==> config.mk <==
export PLATFORM = sky130hd
export DESIGN_NAME = conv_layer_scheduler
export DESIGN_NICKNAME = d
export VERILOG_FILES = /design/src/rtl/cnn_pkg.sv /design/src/rtl/conv_loop_counter.sv /design/src/rtl/conv_layer_scheduler.sv
export SDC_FILE = /design/constraint.sdc
export NUM_CORES = 1
export LEC_CHECK = 0
export ABC_AREA = 1
export CORE_MARGIN = 3
export CORE_UTILIZATION = 65
export DETAILED_ROUTE_END_ITERATION = 6
export DONT_BUFFER_PORTS = 1
export HOLD_SLACK_MARGIN = 0.15
export PLACE_DENSITY_LB_ADDON = 0.05
export SYNTH_ARGS = -nofsm -noshare
export SYNTH_HDL_FRONTEND = slang
export SYNTH_SLANG_ARGS = --single-unit
export TNS_END_PERCENT = 30
==> constraint.sdc <==
create_clock -name clk -period 6.1 [get_ports clk]
set_clock_uncertainty 0.15 [all_clocks]
set_input_delay 1.22 -clock clk [delete_from_list [all_inputs] [get_ports clk]]
set_output_delay 1.22 -clock clk [all_outputs]
set_load 0.05 [all_outputs]
==> src/rtl/cnn_pkg.sv <==
// Shared constants, derived sizes and the scheduler state type for the conv layer datapath.
package cnn_pkg;

  localparam int DEF_INPUT_SIZE  = 34;
  localparam int DEF_FILTER_SIZE = 7;
  localparam int DEF_NUM_FILTERS = 16;
  localparam int DEF_STRIDE      = 2;

  function automatic int f_out_size(input int in_size, input int k, input int stride);
    return (in_size - k) / stride + 1;
  endfunction

  // Bits needed to hold 0..n-1, never less than one.
  function automatic int f_cw(input int n);
    return (n <= 1) ? 1 : $clog2(n);
  endfunction

  localparam int DEF_OUT_SIZE = f_out_size(DEF_INPUT_SIZE, DEF_FILTER_SIZE, DEF_STRIDE);
  localparam int DEF_IN_AW    = f_cw(DEF_INPUT_SIZE * DEF_INPUT_SIZE);
  localparam int DEF_W_AW     = f_cw(DEF_NUM_FILTERS * DEF_FILTER_SIZE * DEF_FILTER_SIZE);
  localparam int DEF_OUT_AW   = f_cw(DEF_NUM_FILTERS * DEF_OUT_SIZE * DEF_OUT_SIZE);

  typedef enum logic [2:0] {IDLE, RUN, WAIT, WRITE, DONE} sched_state_t;

endpackage

==> src/rtl/conv_loop_counter.sv <==
// Cascaded wrap counter over kernel column, kernel row, output column, output row and filter.
module conv_loop_counter import cnn_pkg::*; #(
  parameter int K           = DEF_FILTER_SIZE,
  parameter int OUT_SIZE    = DEF_OUT_SIZE,
  parameter int NUM_FILTERS = DEF_NUM_FILTERS,
  parameter int KW          = f_cw(K),
  parameter int OW          = f_cw(OUT_SIZE),
  parameter int FW          = f_cw(NUM_FILTERS)
) (
  input  logic          clk,
  input  logic          rstb,
  input  logic          i_clr,
  input  logic          i_inc,
  output logic [KW-1:0] o_kx,
  output logic [KW-1:0] o_ky,
  output logic [OW-1:0] o_c,
  output logic [OW-1:0] o_r,
  output logic [FW-1:0] o_f,
  output logic          o_kx_last,
  output logic          o_ky_last,
  output logic          o_c_last,
  output logic          o_r_last,
  output logic          o_f_last
);

  logic [KW-1:0] r_kx, r_ky;
  logic [OW-1:0] r_c, r_r;
  logic [FW-1:0] r_f;
  logic          w_inc_ky, w_inc_c, w_inc_r, w_inc_f;

  assign o_kx_last = (r_kx == KW'(K - 1));
  assign o_ky_last = (r_ky == KW'(K - 1));
  assign o_c_last  = (r_c == OW'(OUT_SIZE - 1));
  assign o_r_last  = (r_r == OW'(OUT_SIZE - 1));
  assign o_f_last  = (r_f == FW'(NUM_FILTERS - 1));

  assign w_inc_ky = i_inc & o_kx_last;
  assign w_inc_c  = w_inc_ky & o_ky_last;
  assign w_inc_r  = w_inc_c & o_c_last;
  assign w_inc_f  = w_inc_r & o_r_last;

  always_ff @(posedge clk or negedge rstb) begin
    if (!rstb) begin
      r_kx <= '0;
      r_ky <= '0;
      r_c  <= '0;
      r_r  <= '0;
      r_f  <= '0;
    end else if (i_clr) begin
      r_kx <= '0;
      r_ky <= '0;
      r_c  <= '0;
      r_r  <= '0;
      r_f  <= '0;
    end else begin
      if (i_inc)    r_kx <= o_kx_last ? '0 : r_kx + 1'b1;
      if (w_inc_ky) r_ky <= o_ky_last ? '0 : r_ky + 1'b1;
      if (w_inc_c)  r_c  <= o_c_last  ? '0 : r_c + 1'b1;
      if (w_inc_r)  r_r  <= o_r_last  ? '0 : r_r + 1'b1;
      if (w_inc_f)  r_f  <= o_f_last  ? '0 : r_f + 1'b1;
    end
  end

  assign o_kx = r_kx;
  assign o_ky = r_ky;
  assign o_c  = r_c;
  assign o_r  = r_r;
  assign o_f  = r_f;

endmodule

==> src/rtl/conv_layer_scheduler.sv <==
// Tap/pixel sequencer for one strided conv layer: buffer read addresses, MAC control, output writes.
//   state | meaning
//   IDLE  | waiting for start, counters at zero
//   RUN   | one input/weight read per cycle for the current pixel
//   WAIT  | read pipeline drains, last tap accumulates
//   WRITE | out_valid held until out_ready
//   DONE  | one-cycle done pulse
module conv_layer_scheduler import cnn_pkg::*; #(
  parameter int INPUT_SIZE  = DEF_INPUT_SIZE,
  parameter int FILTER_SIZE = DEF_FILTER_SIZE,
  parameter int NUM_FILTERS = DEF_NUM_FILTERS,
  parameter int STRIDE      = DEF_STRIDE,
  parameter int OUT_SIZE    = f_out_size(INPUT_SIZE, FILTER_SIZE, STRIDE),
  parameter int IN_AW       = f_cw(INPUT_SIZE * INPUT_SIZE),
  parameter int W_AW        = f_cw(NUM_FILTERS * FILTER_SIZE * FILTER_SIZE),
  parameter int OUT_AW      = f_cw(NUM_FILTERS * OUT_SIZE * OUT_SIZE)
) (
  input  logic              clk,
  input  logic              rstb,
  input  logic              start,
  input  logic              abort,
  output logic              busy,
  output logic              done,
  output logic              in_rd_en,
  output logic [IN_AW-1:0]  in_addr,
  output logic              w_rd_en,
  output logic [W_AW-1:0]   w_addr,
  output logic              mac_en,
  output logic              mac_clr,
  output logic              out_valid,
  input  logic              out_ready,
  output logic [OUT_AW-1:0] out_addr
);

  localparam int KW = f_cw(FILTER_SIZE);
  localparam int OW = f_cw(OUT_SIZE);
  localparam int FW = f_cw(NUM_FILTERS);

  sched_state_t      r_state;
  logic              r_busy, r_done, r_in_rd_en, r_mac_en, r_mac_clr, r_out_valid;
  logic              r_first_tap, r_last_tap, r_pix_last;
  logic [IN_AW-1:0]  r_in_addr;
  logic [W_AW-1:0]   r_w_addr;
  logic [OUT_AW-1:0] r_out_addr;

  logic [KW-1:0]     w_kx, w_ky;
  logic [OW-1:0]     w_c, w_r;
  logic [FW-1:0]     w_f;
  logic              w_kx_last, w_ky_last, w_c_last, w_r_last, w_f_last;
  logic              w_issue, w_tap_first, w_tap_last, w_pix_last;
  logic [IN_AW-1:0]  w_in_addr;
  logic [W_AW-1:0]   w_w_addr;
  logic [OUT_AW-1:0] w_out_addr;

  // The counter advances on every issued tap, so after a pixel's last tap it already
  // points at the next pixel; out_addr and the last-pixel flag are captured at that edge.
  conv_loop_counter #(
    .K          (FILTER_SIZE),
    .OUT_SIZE   (OUT_SIZE),
    .NUM_FILTERS(NUM_FILTERS)
  ) u_cnt (
    .clk      (clk),
    .rstb     (rstb),
    .i_clr    (abort),
    .i_inc    (w_issue),
    .o_kx     (w_kx),
    .o_ky     (w_ky),
    .o_c      (w_c),
    .o_r      (w_r),
    .o_f      (w_f),
    .o_kx_last(w_kx_last),
    .o_ky_last(w_ky_last),
    .o_c_last (w_c_last),
    .o_r_last (w_r_last),
    .o_f_last (w_f_last)
  );

  assign w_tap_first = (w_kx == '0) && (w_ky == '0);
  assign w_tap_last  = w_kx_last & w_ky_last;
  assign w_pix_last  = w_c_last & w_r_last & w_f_last;

  assign w_in_addr  = IN_AW'((32'(w_r) * 32'(STRIDE) + 32'(w_ky)) * 32'(INPUT_SIZE)
                             + 32'(w_c) * 32'(STRIDE) + 32'(w_kx));
  assign w_w_addr   = W_AW'(32'(w_f) * 32'(FILTER_SIZE * FILTER_SIZE)
                            + 32'(w_ky) * 32'(FILTER_SIZE) + 32'(w_kx));
  assign w_out_addr = OUT_AW'(32'(w_f) * 32'(OUT_SIZE * OUT_SIZE)
                              + 32'(w_r) * 32'(OUT_SIZE) + 32'(w_c));

  always_comb begin
    w_issue = 1'b0;
    if (!abort) begin
      case (r_state)
        IDLE:    w_issue = start;
        RUN:     w_issue = !r_last_tap;
        WRITE:   w_issue = r_out_valid & out_ready & !r_pix_last;
        default: w_issue = 1'b0;
      endcase
    end
  end

  always_ff @(posedge clk or negedge rstb) begin
    if (!rstb) begin
      r_state     <= IDLE;
      r_busy      <= 1'b0;
      r_done      <= 1'b0;
      r_in_rd_en  <= 1'b0;
      r_mac_en    <= 1'b0;
      r_mac_clr   <= 1'b0;
      r_out_valid <= 1'b0;
      r_first_tap <= 1'b0;
      r_last_tap  <= 1'b0;
      r_pix_last  <= 1'b0;
      r_in_addr   <= '0;
      r_w_addr    <= '0;
      r_out_addr  <= '0;
    end else if (abort) begin
      r_state     <= IDLE;
      r_busy      <= 1'b0;
      r_done      <= 1'b0;
      r_in_rd_en  <= 1'b0;
      r_mac_en    <= 1'b0;
      r_mac_clr   <= 1'b0;
      r_out_valid <= 1'b0;
      r_first_tap <= 1'b0;
      r_last_tap  <= 1'b0;
      r_pix_last  <= 1'b0;
      r_in_addr   <= '0;
      r_w_addr    <= '0;
      r_out_addr  <= '0;
    end else begin
      r_done     <= 1'b0;
      r_in_rd_en <= w_issue;
      r_mac_en   <= r_in_rd_en;
      r_mac_clr  <= r_in_rd_en & r_first_tap;
      if (w_issue) begin
        r_in_addr   <= w_in_addr;
        r_w_addr    <= w_w_addr;
        r_first_tap <= w_tap_first;
        r_last_tap  <= w_tap_last;
        if (w_tap_last) begin
          r_out_addr <= w_out_addr;
          r_pix_last <= w_pix_last;
        end
      end
      case (r_state)
        IDLE: if (start) begin
          r_state <= RUN;
          r_busy  <= 1'b1;
        end
        RUN: if (r_last_tap) r_state <= WAIT;
        WAIT: begin
          r_state     <= WRITE;
          r_out_valid <= 1'b1;
        end
        WRITE: if (r_out_valid && out_ready) begin
          r_out_valid <= 1'b0;
          if (r_pix_last) begin
            r_state <= DONE;
            r_done  <= 1'b1;
            r_busy  <= 1'b0;
          end else begin
            r_state <= RUN;
          end
        end
        DONE:    r_state <= IDLE;
        default: r_state <= IDLE;
      endcase
    end
  end

  assign busy      = r_busy;
  assign done      = r_done;
  assign in_rd_en  = r_in_rd_en;
  assign w_rd_en   = r_in_rd_en;
  assign in_addr   = r_in_addr;
  assign w_addr    = r_w_addr;
  assign mac_en    = r_mac_en;
  assign mac_clr   = r_mac_clr;
  assign out_valid = r_out_valid;
  assign out_addr  = r_out_addr;

endmodule

==> reports/metrics.yaml, run 1 <==
grt_setup_unrepaired: "no"
antennaDiodeCount: 0
swShare_pct: 46.8
tns_ns: 0
ir_drop_mv: 0.188
gp_congestion: 0.906
initial_core_util_pct: 67.4
drtPass1Iterations: 5
via_per_inst: 5.59
p_sw_w: 0.000969
post-route-period-util_pct: 61.1
drt_iter0_drc: 238
fillers: 609
die_w_um: 92.9
fin_util_pct: 71.3
worst_path_most_repeated_cell: "ha_1"
dp_slack_ns: 2.38
end_kind: "register"
port_buffers: 0
cts.sinks: 63
track_usage_pct: 25.5
drc: 0
clk_path_buf_depth: 2
synth_edf_count: 0
crit_fanout: 13
synth.distinct_cells: 35
yosysWarnings: 0
design_area_um2: 5200
grt_pass1_wl_um: 17500
fin_crit_ns: 3.73
worstSetupEndpoint: "out_addr[8]"
finalSetupViolCount: 0
wl_um: 10300
max_freq_mhz: 268
multi_input_area_um2: 2930
grt_max_degree: 64
antenna_left: 0
cp.arrival_ns: 3.82
slew_headroom_pct: 29.4
ys_seq_elements: 63
cp.depth: 14
hpwl_um: 7860
avgSynthCellArea_um2: 8.09
syn2layout_area_growth_pct: 5.88
max-cap-violations: 0
die_h_um: 92.9
synth_cells: 607
synth_top_area_share_pct: 32.1
clockPowerShare_pct: 21.9
cts_max_level: 3
crit_buf_inv: 1
power_density_nw_per_um2: 398
cts_resized: 0
antenna_found_initial: 0
worst_r2r_path_depth: 14
core-area_um2: 7290
status: "finished clean"
cts_buffers: 9
io_pins: 45
path_cells: "fa_1 > ha_1 > fa_1 > inv_1 > nor2_1 > o21ai_0 > nand2_1 > ha_1 > ha_1 > a21oi_1 > nand3_1 > or2_2 > nand3_1 > nand2_1"
die_area_um2: 8640
drive_gt1_share_pct: 4.76
mostFrequentLayoutCell: "nand2_1"
clk_pin_slew_ns: 0.07
reg2reg_from: "u_cnt.o_r[2]"
final_cell_mix: "nand2_1, inv_1, nand3_1"
hold_violations: 0
slowest_delay_ns: 0.62
cp.required_ns: 6.19
tightest_slew_ns: 1.06
leakagePower_nw: 2.94
total_power_w: 0.00207
timing.rr.end: "out_addr[8]"
hold_buffers: 0
crit_family: "adder cells"
slowest_stage: "dfrtp_1"
grt_overflow: 0
synth_nets: 696
ys.flop_type: "dfrtp_1"
post_dp_cell_area_um2: 4960
maxSlewViolCount: 0
hp-class: "reg2reg"
post_cts_buffers: 0
path_class: "reg2reg"
synth_largest_area_cell: "dfrtp_1"
cts_tree: "yes"
num_rows: 31
power_frac_seq_pct: 36.4
yosys-top-cells-area: "dfrtp_1, ha_1, nand2_1, fa_1, nand3_1"
drt-wirelength-per-cell_um: 14.6
root_buffer: "clkbuf_8"
p_int_w: 0.00110
reg2reg_slack_ns: 2.37
clk_latency_ns: 0.35
synthesis.area_um2: 4910
worst_setup_path_start_kind: "register"
pwr-share-comb_pct: 41.7
vias: 3960
ys_seq_area_share_pct: 32.1
synth-async-reset-ratio_pct: 100
final.setup.worst_slack_ns: 2.37
num-nets-final: 694
grt_pass1_vias: 3758
critPathLaunch: "u_cnt.o_r[2]"
regArea_um2: 1580
logic make-up after synthesis:
group           synth area share (%)
compound gates                  5.91
xor+xnor                        3.57
simple gates                    25.7
fa+ha+maj                       24.5
flops                           32.1
buf+inv                         8.28
worst reg2reg max path, stage by stage (launching register included):
cell,delay [ns]
dfrtp_1,0.62
fa_1,0.51
ha_1,0.24
fa_1,0.40
inv_1,0.07
nor2_1,0.03
o21ai_0,0.14
nand2_1,0.07
ha_1,0.30
ha_1,0.35
a21oi_1,0.21
nand3_1,0.12
or2_2,0.28
nand3_1,0.08
nand2_1,0.05
state kept, by name, indices dropped and copies added (netlist names):
name,count
out_valid,1
u_cnt.o_r,4
busy,1
in_addr,11
r_last_tap,1
r_pix_last,1
r_first_tap,1
done,1
in_rd_en,1
mac_en,1
u_cnt.o_c,4
out_addr,12
u_cnt.o_kx,3
u_cnt.o_ky,3
mac_clr,1
w_addr,10
r_state,3
u_cnt.o_f,4
per-layer routing:
layer / wire [µm] / global-route usage (%) / up-vias
li1: - / - / 1961
met1: 4710 / 34.3 / 1883
met2: 4890 / 41.9 / 99
met3: 563 / 4.71 / 17
met4: 171 / 8.18 / 0
met5: 0 / 0 / -
worst min path at each step:
stage / startpoint / to / slack (ns) / cells after the start
after global routing: rstb / out_valid / 0.39 / 0
final: r_first_tap / mac_clr / 0.37 / 2
after global placement: r_first_tap / mac_clr / 0.35 / 2
after floorplan: r_first_tap / mac_clr / 0.33 / 2
after CTS: r_first_tap / mac_clr / 0.38 / 2
after detailed placement: r_first_tap / mac_clr / 0.37 / 2
power by group through the flow:
stage	clock network [W]	logic [W]	registers, W
after CTS	0.000461	0.000866	0.000754
after global placement	0	0.000848	0.000758
after detailed placement	0	0.000853	0.000763
after global routing	0.000476	0.000985	0.000767
after floorplan	0	0.000680	0.000723
final	0.000454	0.000863	0.000754
cell usage after synthesis (all sizes together), types with 2 or more instances:
| library cell | n |
|---|---|
| nor2 | 31 |
| nand2 | 164 |
| nor3 | 6 |
| clkbuf | 2 |
| o21ai | 26 |
| nor4 | 4 |
| inv | 87 |
| dfrtp | 63 |
| nand4 | 9 |
| o211ai | 2 |
| ha | 64 |
| a21oi | 12 |
| o31ai | 4 |
| or2 | 2 |
| xor2 | 10 |
| buf | 11 |
| fa | 20 |
| xnor2 | 10 |
| nand3 | 73 |
through the flow:
step                      hold slack, ns  std cells
final                              0.371        708
after global placement             0.350        693
after CTS                          0.378        708
after floorplan                    0.331        607
after global routing               0.391        708
after detailed placement           0.365        693
final cells by class:
type	count	share of cell area, %
multi-input combinational	444	56.3
tap	99	2.38
clock buffer	12	2.98
inverter	87	6.28
clock inverter	3	1.73
sequential	63	30.3
No activity file was read; power rests on OpenSTA's default activity.
==> run 2, diff against run 1 <==
Clock period 6.1 ns to 3.8 ns, I/O delays scaled along.
==> run 2 against run 1 <==
Against the previous run: fmax is 5.3% higher; register-to-register slack worse by 2.1 ns; via count is 1.9% higher; hold slack worse by 0.052 ns; sequential cell count stayed put; combinational power is 67% higher; cell area is 1.8% higher; routed wire length is 2.9% higher; total power is 61% higher; global-route usage is 1.8 points higher; final cell count is 1.3% higher.
==> reports/metrics.yaml, run 2 (synthesis results as in run 1) <==
clk_path_buf_depth: 2
track_usage_pct: 27.4
maxSlewViolCount: 0
post_cts_buffers: 0
max-cap-violations: 0
crit_buf_inv: 0
slew_headroom_pct: 40.6
max_freq_mhz: 282
hp-class: "in2reg"
multi_input_area_um2: 2950
grt_overflow: 0
gp_congestion: 0.915
path_cells: "fa_1 > fa_1 > fa_1 > ha_1 > ha_1 > fa_2 > nand4_1 > o211ai_1 > xor2_1 > nand2_1 > nand2_1"
largest_reg_flops: 12
power_density_nw_per_um2: 631
cts.sinks: 63
dp.cells: 699
die_area_um2: 8640
num_rows: 31
drtPass1Iterations: 5
mostFrequentLayoutCell: "nand2_1"
tns_ns: 0
ir_drop_mv: 0.314
grt_setup_unrepaired: "no"
cts_max_level: 3
clk_latency_ns: 0.35
leakagePower_nw: 2.97
die_h_um: 92.9
total_power_w: 0.00334
worst_r2r_path_depth: 11
grt_pass1_wl_um: 18800
drive_gt1_share_pct: 7.28
hold_violations: 0
initial_core_util_pct: 67.4
wl_um: 10600
root_buffer: "clkbuf_8"
tightest_slew_ns: 0.891
syn2layout_area_growth_pct: 7.82
cts_tree: "yes"
regArea_um2: 1580
cp.required_ns: 3.90
die_w_um: 92.9
post-route-period-util_pct: 93.2
final_cell_mix: "nand2_1, inv_1, nand3_1"
via_per_inst: 5.63
slowest_delay_ns: 0.57
fillers: 605
worst_path_most_repeated_cell: "fa_1"
hpwl_um: 8080
final_cells: 717
path_class: "reg2reg"
drt-wirelength-per-cell_um: 14.8
hold_depth: 1
antenna_left: 0
core-area_um2: 7290
finalSetupViolCount: 0
num-nets-final: 702
end_kind: "register"
clk_pin_slew_ns: 0.08
cts_buffers: 9
antennaDiodeCount: 0
antenna_found_initial: 0
port_buffers: 0
status: "finished clean"
worst_setup_path_start_kind: "register"
drt_iter0_drc: 302
cp.arrival_ns: 3.64
slowest_stage: "fa_1"
io_pins: 45
crit_family: "adder cells"
fin_crit_ns: 3.54
cp.depth: 11
drc: 0
vias: 4037
grt_pass1_vias: 4042
grt_max_degree: 64
crit_fanout: 3
run 2: area by class of cell:
| type | count | share of cell area (%) |
|---|---|---|
| multi-input combinational | 444 | 55.8 |
| tap | 99 | 2.34 |
| timing repair buffer | 8 | 1.56 |
| clock inverter | 6 | 1.75 |
| clock buffer | 10 | 2.60 |
| inverter | 87 | 6.17 |
| sequential | 63 | 29.8 |
run 2: path summary, 6_finish.rpt:
check,from,to,slack [ns]
max reg2reg,u_cnt.o_ky[0],w_addr[8],0.26
max in group asynchronous,rstb,u_cnt.o_r[0],2.43
min in group asynchronous,rstb,w_addr[6],0.79
min,abort,mac_en,0.32
max,u_cnt.o_ky[0],w_addr[8],0.26
min reg2reg,r_first_tap,mac_clr,0.37
run 2: per-stage QoR:
step / instance area [µm²] / utilization (%) / hold WS [ns] / worst slack [ns]
2_1_floorplan: 4910 / - / 0.314 / 0.242
3_3_place_gp: 5000 / 68.6 / 0.316 / 0.278
3_5_place_dp: 5000 / 68.6 / 0.316 / 0.183
4_1_cts: 5270 / 72.3 / 0.311 / 0.182
5_1_grt: 5300 / 72.6 / 0.294 / 0.0672
6_report: 5300 / 72.6 / 0.319 / 0.260
run 2: routing by layer:
layer / share of wire (%) / GRT usage, % / vias up
met4: 1.4 / 9.65 / 0
met3: 4.1 / 4.06 / 13
li1: - / - / 1977
met1: 46 / 36.9 / 1960
met5: 0 / 0 / -
met2: 49 / 44.9 / 87
run 2: report_power, final:
group,total [W],switching [W],internal [W]
combinational,0.00144,0.000908,0.000537
clock,0.000692,0.000301,0.000391
sequential,0.00121,0.000421,0.000785
total,0.00334,0.00163,0.00171
run 2: worst register-to-register path: stages, from the launching register on:
cell and delay, ns:
dfrtp_1 0.41, fa_1 0.57, fa_1 0.44, fa_1 0.48
ha_1 0.31, ha_1 0.25, fa_2 0.38, nand4_1 0.11
o211ai_1 0.11, xor2_1 0.15, nand2_1 0.06, nand2_1 0.05
run 2: timing repair:
action / in CTS / in global routing
setup endpoints to repair: 0 / 6
gates resized for setup: 0 / 8
hold buffers: 2 / 0
endpoints found under the hold margin: 63 / 0
